**config.mk**
```make
export PLATFORM = sky130hd
export DESIGN_NAME = calc_ctrl_flat
export DESIGN_NICKNAME = d
export VERILOG_FILES = /design/src/rtl/calc_pkg.sv /design/src/rtl/calc_if.sv /design/src/rtl/calc_cmd_fifo.sv /design/src/rtl/calc_ctrl.sv /design/src/flat_wrapper.sv
export SDC_FILE = /design/constraint.sdc
export NUM_CORES = 1
export LEC_CHECK = 0
export ABC_AREA = 1
export CORE_ASPECT_RATIO = 0.7
export CORE_MARGIN = 1.5
export CORE_UTILIZATION = 45
export DETAILED_ROUTE_END_ITERATION = 16
export PLACE_DENSITY = 0.69
export RECOVER_POWER = 100
export SLEW_MARGIN = 20
export SYNTH_ARGS = -nofsm -noshare
export SYNTH_HDL_FRONTEND = slang
export SYNTH_SLANG_ARGS = --single-unit
```
**constraint.sdc**
```tcl
create_clock -name clk -period 2.1 [get_ports clk]
set_input_delay 0.63 -clock clk [delete_from_list [all_inputs] [get_ports clk]]
set_output_delay 0.63 -clock clk [all_outputs]
set_load 0.03 [all_outputs]
```
**src/rtl/calc_pkg.sv**
```systemverilog
// Shared types and defaults for the calc controller: FSM encoding, field widths,
// and the default settle time and command FIFO depth.
package calc_pkg;

  localparam int OP_W       = 2;
  localparam int RES_W      = 8;
  localparam int CNT_W      = 8;
  localparam int SETTLE_DEF = 2;
  localparam int DEPTH_DEF  = 4;

  typedef enum logic [1:0] {
    ST_IDLE    = 2'd0,
    ST_SETTLE  = 2'd1,
    ST_CAPTURE = 2'd2,
    ST_HOLD    = 2'd3
  } calc_state_e;

endpackage

```
**src/rtl/calc_if.sv**
```systemverilog
// Bus between the requester/consumer, the external calc datapath and calc_ctrl.
// Handshakes: a transfer happens on a rising edge where valid and ready are both high;
// valid, once raised, holds its payload stable until that edge.
interface calc_if;
  import calc_pkg::*;

  logic             cmd_valid;
  logic [OP_W-1:0]  cmd_op;
  logic             cmd_ready;
  logic             comA;
  logic             comB;
  logic [RES_W-1:0] outC;
  logic             res_valid;
  logic [RES_W-1:0] res_data;
  logic [OP_W-1:0]  res_op;
  logic             res_ready;
  logic             busy;
  logic [CNT_W-1:0] done_cnt;

  modport slave (
    input  cmd_valid, cmd_op, outC, res_ready,
    output cmd_ready, comA, comB, res_valid, res_data, res_op, busy, done_cnt
  );

  modport master (
    output cmd_valid, cmd_op, outC, res_ready,
    input  cmd_ready, comA, comB, res_valid, res_data, res_op, busy, done_cnt
  );

endinterface

```
**src/rtl/calc_cmd_fifo.sv**
```systemverilog
// Power-of-two command FIFO with synchronous reset; push is refused when full
// even if a pop happens on the same edge.
module calc_cmd_fifo #(
  parameter int DEPTH = 4,
  parameter int W     = 2
) (
  input  logic                    clk,
  input  logic                    rst,
  input  logic                    push_i,
  input  logic [W-1:0]            data_i,
  input  logic                    pop_i,
  output logic [W-1:0]            data_o,
  output logic                    full_o,
  output logic                    empty_o,
  output logic [$clog2(DEPTH):0]  count_o
);

  localparam int AW = $clog2(DEPTH);
  localparam logic [AW:0] FULL_CNT = (AW+1)'(DEPTH);

  logic [W-1:0]  mem_q [DEPTH];
  logic [AW-1:0] wr_q;
  logic [AW-1:0] rd_q;
  logic [AW:0]   cnt_q;
  logic          do_push;
  logic          do_pop;

  assign full_o  = (cnt_q == FULL_CNT);
  assign empty_o = (cnt_q == '0);
  assign do_push = push_i && !full_o;
  assign do_pop  = pop_i && !empty_o;
  assign data_o  = mem_q[rd_q];
  assign count_o = cnt_q;

  always_ff @(posedge clk) begin
    if (rst) begin
      wr_q  <= '0;
      rd_q  <= '0;
      cnt_q <= '0;
    end else begin
      if (do_push) wr_q <= wr_q + AW'(1);
      if (do_pop)  rd_q <= rd_q + AW'(1);
      case ({do_push, do_pop})
        2'b10:   cnt_q <= cnt_q + (AW+1)'(1);
        2'b01:   cnt_q <= cnt_q - (AW+1)'(1);
        default: cnt_q <= cnt_q;
      endcase
    end
  end

  // Storage needs no reset: the pointers and count define what is valid.
  always_ff @(posedge clk) begin
    if (do_push) mem_q[wr_q] <= data_i;
  end

endmodule

```
**src/rtl/calc_ctrl.sv**
```systemverilog
// Sequences queued opcodes onto the external calc datapath: drive comA/comB, wait
// SETTLE cycles, capture outC, and hold the result until the consumer takes it.
module calc_ctrl
  import calc_pkg::*;
#(
  parameter int SETTLE = SETTLE_DEF,
  parameter int DEPTH  = DEPTH_DEF
) (
  input  logic                   clk,
  input  logic                   rst,
  calc_if.slave                  bus,
  output calc_state_e            state_o,
  output logic [$clog2(DEPTH):0] fifo_cnt_o
);

  localparam int CW = $clog2(DEPTH) + 1;

  calc_state_e      state_q;
  logic [3:0]       settle_q;
  logic             com_a_q;
  logic             com_b_q;
  logic             res_valid_q;
  logic [RES_W-1:0] res_data_q;
  logic [OP_W-1:0]  res_op_q;
  logic [CNT_W-1:0] done_cnt_q;

  logic             fifo_full;
  logic             fifo_empty;
  logic             push;
  logic             pop;
  logic [OP_W-1:0]  head_op;
  logic [CW-1:0]    fifo_cnt;

  assign push = bus.cmd_valid && !fifo_full;
  assign pop  = (state_q == ST_IDLE) && !fifo_empty;

  calc_cmd_fifo #(
    .DEPTH (DEPTH),
    .W     (OP_W)
  ) u_fifo (
    .clk     (clk),
    .rst     (rst),
    .push_i  (push),
    .data_i  (bus.cmd_op),
    .pop_i   (pop),
    .data_o  (head_op),
    .full_o  (fifo_full),
    .empty_o (fifo_empty),
    .count_o (fifo_cnt)
  );

  always_ff @(posedge clk) begin
    if (rst) begin
      state_q     <= ST_IDLE;
      settle_q    <= '0;
      com_a_q     <= 1'b0;
      com_b_q     <= 1'b0;
      res_valid_q <= 1'b0;
      res_data_q  <= '0;
      res_op_q    <= '0;
      done_cnt_q  <= '0;
    end else begin
      case (state_q)
        ST_IDLE: begin
          if (!fifo_empty) begin
            {com_a_q, com_b_q} <= head_op;
            res_op_q           <= head_op;
            settle_q           <= 4'(SETTLE - 1);
            state_q            <= ST_SETTLE;
          end
        end
        ST_SETTLE: begin
          if (settle_q == 4'd0) state_q <= ST_CAPTURE;
          else                  settle_q <= settle_q - 4'd1;
        end
        ST_CAPTURE: begin
          res_data_q  <= bus.outC;
          res_valid_q <= 1'b1;
          state_q     <= ST_HOLD;
        end
        ST_HOLD: begin
          // comA/comB stay driven until the consumer takes the result.
          if (bus.res_ready) begin
            res_valid_q <= 1'b0;
            com_a_q     <= 1'b0;
            com_b_q     <= 1'b0;
            done_cnt_q  <= done_cnt_q + 8'd1;
            state_q     <= ST_IDLE;
          end
        end
        default: state_q <= ST_IDLE;
      endcase
    end
  end

  assign bus.cmd_ready = !fifo_full;
  assign bus.comA      = com_a_q;
  assign bus.comB      = com_b_q;
  assign bus.res_valid = res_valid_q;
  assign bus.res_data  = res_data_q;
  assign bus.res_op    = res_op_q;
  assign bus.busy      = (state_q != ST_IDLE) || !fifo_empty;
  assign bus.done_cnt  = done_cnt_q;
  assign state_o       = state_q;
  assign fifo_cnt_o    = fifo_cnt;

endmodule

```
**src/flat_wrapper.sv**
```systemverilog
// flat-port wrapper written by rule: the top's interface ports become plain ports
module calc_ctrl_flat import calc_pkg::*;
#(
  parameter int SETTLE = SETTLE_DEF,
  parameter int DEPTH  = DEPTH_DEF
)
  (clk, rst, state_o, fifo_cnt_o, bus_cmd_valid, bus_cmd_op, bus_outC, bus_res_ready, bus_cmd_ready, bus_comA, bus_comB, bus_res_valid, bus_res_data, bus_res_op, bus_busy, bus_done_cnt);
  calc_if bus_i ();
  input  logic clk;
  input  logic rst;
  output calc_state_e state_o;
  output logic [$clog2(DEPTH):0] fifo_cnt_o;
  input wire logic [$bits(bus_i.cmd_valid)-1:0] bus_cmd_valid;
  input wire logic [$bits(bus_i.cmd_op)-1:0] bus_cmd_op;
  input wire logic [$bits(bus_i.outC)-1:0] bus_outC;
  input wire logic [$bits(bus_i.res_ready)-1:0] bus_res_ready;
  output wire logic [$bits(bus_i.cmd_ready)-1:0] bus_cmd_ready;
  output wire logic [$bits(bus_i.comA)-1:0] bus_comA;
  output wire logic [$bits(bus_i.comB)-1:0] bus_comB;
  output wire logic [$bits(bus_i.res_valid)-1:0] bus_res_valid;
  output wire logic [$bits(bus_i.res_data)-1:0] bus_res_data;
  output wire logic [$bits(bus_i.res_op)-1:0] bus_res_op;
  output wire logic [$bits(bus_i.busy)-1:0] bus_busy;
  output wire logic [$bits(bus_i.done_cnt)-1:0] bus_done_cnt;
  assign bus_i.cmd_valid = bus_cmd_valid;
  assign bus_i.cmd_op = bus_cmd_op;
  assign bus_i.outC = bus_outC;
  assign bus_i.res_ready = bus_res_ready;
  assign bus_cmd_ready = bus_i.cmd_ready;
  assign bus_comA = bus_i.comA;
  assign bus_comB = bus_i.comB;
  assign bus_res_valid = bus_i.res_valid;
  assign bus_res_data = bus_i.res_data;
  assign bus_res_op = bus_i.res_op;
  assign bus_busy = bus_i.busy;
  assign bus_done_cnt = bus_i.done_cnt;
  calc_ctrl #(.SETTLE(SETTLE), .DEPTH(DEPTH)) u_core (.clk(clk), .rst(rst), .bus(bus_i), .state_o(state_o), .fifo_cnt_o(fifo_cnt_o));
endmodule
```
==> impl_metrics.toml <==
[floorplan]
die-area_sq_um = 5020
die_w_um = 84.1
core_sq_um = 4380
ios = 42
rows = 20
start_util_pct = 47.3
die_y_um = 59.8

[routing]
vias = 1720
drt_iter0_markers = 89
ant_nets = 0
detail_route.vias_per_cell = 4.70
routed_wl_um = 4040
drt_first_pass_iters = 4
wl_per_cell_um = 11.0
drcViolationCount = 0

[pwr]
leakagePower_nw = 1.21
combPwrFrac_pct = 47.5
switching_share_pct = 41.7
p_per_area_nw_per_um2 = 1320
irDropWorstVdd_mv = 0.800
intPower_mw = 2.06
netSwitchingPower_mw = 1.47
power_mw = 3.53
power.share.clock_pct = 17.9
seqPwrFrac_pct = 34.7

[sta]
final.setup.worst_slack_ps = 71.0
period_share_pct = 96.6
clock_skew_ps = 2.68
final-setup-viol-count = 0
fin_crit_ps = 2030
hold_viol_final = 0
slew_headroom_pct = 75.6
holdWs_ps = 466
fmax_mhz = 493
maxSlewViolCount = 0
rsz0062_at_grt = "false"
tightest_slew_ps = 366

[setup_path]
critPathArrivalTime_ps = 1400
cp-start-kind = "flip-flop"
crit_family = "buffers and inverters"
crit_slowest_cell = "clkdlybuf4s50_1"
cp_max_fo = 6
critical_path_required_ps = 1470
crit_buf_inv = 1
critPathKind = "reg2out"
crit_path_cell_trace = "clkdlybuf4s50_1"
end_kind = "output port"
slowest_delay_ps = 700

[global_route]
grt_max_degree = 22
grt_overflow_total = 0
antenna_found_initial = 0
grt_pass1_wl_um = 6980
grt_usage_pct = 17.8
grt_pass1_vias = 1542

[logic_synthesis]
synth_edf_count = 8
netlist.area_leader.share_pct = 34.8
avgSynthCellArea_sq_um = 7.96
syn-num-nets = 288
yosysMostFrequentCell = "nand2_1"
async_flop_share_pct = 0
synth.largest_area_cell = "dfxtp_1"
yosysWarnings = 0
ys_top_cells_by_count = "nand2_1 (45), nor2_1 (44), inv_1 (38)"
synth_cell_type_count = 25
synthTopCellsByArea = "dfxtp_1 (35%), edfxtp_1 (12%), nand2_1 (8.2%), nor2_1 (8.0%), ha_1 (7.9%)"
synthCells = 260
synthFlopType = "dfxtp_1"
syn_area_sq_um = 2070
seq_area_frac_synth_pct = 46.4
ys_ff_latch = 44

[cells_and_area]
nFillCells = 399
syn2layout_area_growth_pct = 29.1
stdcell_area_sq_um = 2670
layout-drive-gt1-share_pct = 8.68
nNetsFinal = 338
diodes = 0

[clock_network]
post_cts_buffers = 0
cts_sinks = 44
cts_max_path_buffers = 2
clk_pin_slew_ps = 80
clockRootBuffer = "clkbuf_8"
worstSkewPairLatency_ps = 290
h-tree-depth = 2
numCtsBuffers = 5
cts_tree = "yes"

[flow_run]
max_cap_violations = 0

[placed_design]
hpwl_um = 3090
gp_congestion = 0.742
place_ws_ps = -267
port_buffers = 41
place_area_sq_um = 2590

[min_path]
hp-class = "reg2reg"

[outcome]
status = "complete, no violations"
-- power groups by stage --
stage	registers [mW]	clock network (mW)	logic, mW
global placement	1.24	0	1.68
detailed placement	1.25	0	1.70
global route	1.26	0.682	1.88
CTS	1.23	0.648	1.72
finish	1.22	0.631	1.68
floorplan	1.46	0	0.895
-- layout by cell type, fill, tap and decap left out, types with 2 or more instances in the layout --
cell              n
o21ai_0          22
o21ai_1           2
a21oi_1          19
dlygate4sd3_1    19
nor2_1           45
o211ai_1          2
edfxtp_1          8
nand2_1          46
nor3_1            2
clkbuf_8          5
o21bai_1          2
nand3_1           9
ha_1             12
inv_1            37
dfxtp_1          32
nor2_4            2
buf_4             4
clkdlybuf4s50_1  20
dfxtp_2           4
-- timing repair --
action	4_1_cts	5_1_grt
resized for setup	1	6
hold endpoints to repair	0	0
hold buffers	0	0
setup endpoints to repair	1	2
-- cells by family after synthesis --
logic type | count (synthesis) | synth area share [%]
flip-flops | 44 | 46.4
AND/OR/NAND/NOR | 111 | 24.4
buffers and inverters | 42 | 7.79
adder cells (fa/ha/maj) | 14 | 8.82
AO/OA/AOI/OAI | 49 | 12.6
-- layer usage --
metal / part of all wire (%) / wire [um] / global-route usage, %
met2: 41 / 1640 / 25.4
met1: 52 / 2110 / 26.0
met4: 0.45 / 18 / 5.15
met3: 6.9 / 279 / 5.39
met5: 0 / 0 / 0
-- final timing paths --
kind	from	cells past startpoint	endpoint	slack, ps
worst min register to register	u_core.settle_q[1]	2	u_core.settle_q[1]	470
worst min-delay path	u_core.settle_q[1]	2	u_core.settle_q[1]	470
worst max register to register	u_core.state_o[1]	10	u_core.u_fifo.count_o[2]	160
worst max-delay path	u_core.bus.done_cnt[4]	1	bus_done_cnt[4]	70
-- flip-flops by register name (all words and copies together), names as in the netlist, named ones only --
name and count:
u_core.bus.res_op 2, u_core.bus.done_cnt 8, u_core.u_fifo.count_o 3, u_core.bus.res_valid 1, u_core.u_fifo.wr_q 2, u_core.state_o 2
u_core.u_fifo.rd_q 2, u_core.bus.comA 1, u_core.bus.comB 1, u_core.u_fifo.mem_q 8, u_core.bus.res_data 8, u_core.settle_q 4
-- metrics by stage --
step	cells	utilization (%)	TNS [ps]
6_report	366	61.1	0
5_1_grt	366	61.1	0
4_1_cts	366	61.7	0
3_5_place_dp	358	59.2	-355
3_3_place_gp	358	59.2	-249
2_1_floorplan	260	-	0
-- layout make-up --
type                       instances  area (sq um)  area share [%]
clock inverter                     3          42.5            1.59
timing repair buffer              47           449            16.8
clock buffer                       5          68.8            2.57
inverter                          38           143            5.33
tap                               55          68.8            2.57
multi-input combinational        174           936            35.0
sequential                        44           966            36.1
Power figures use the tool's default switching activity.
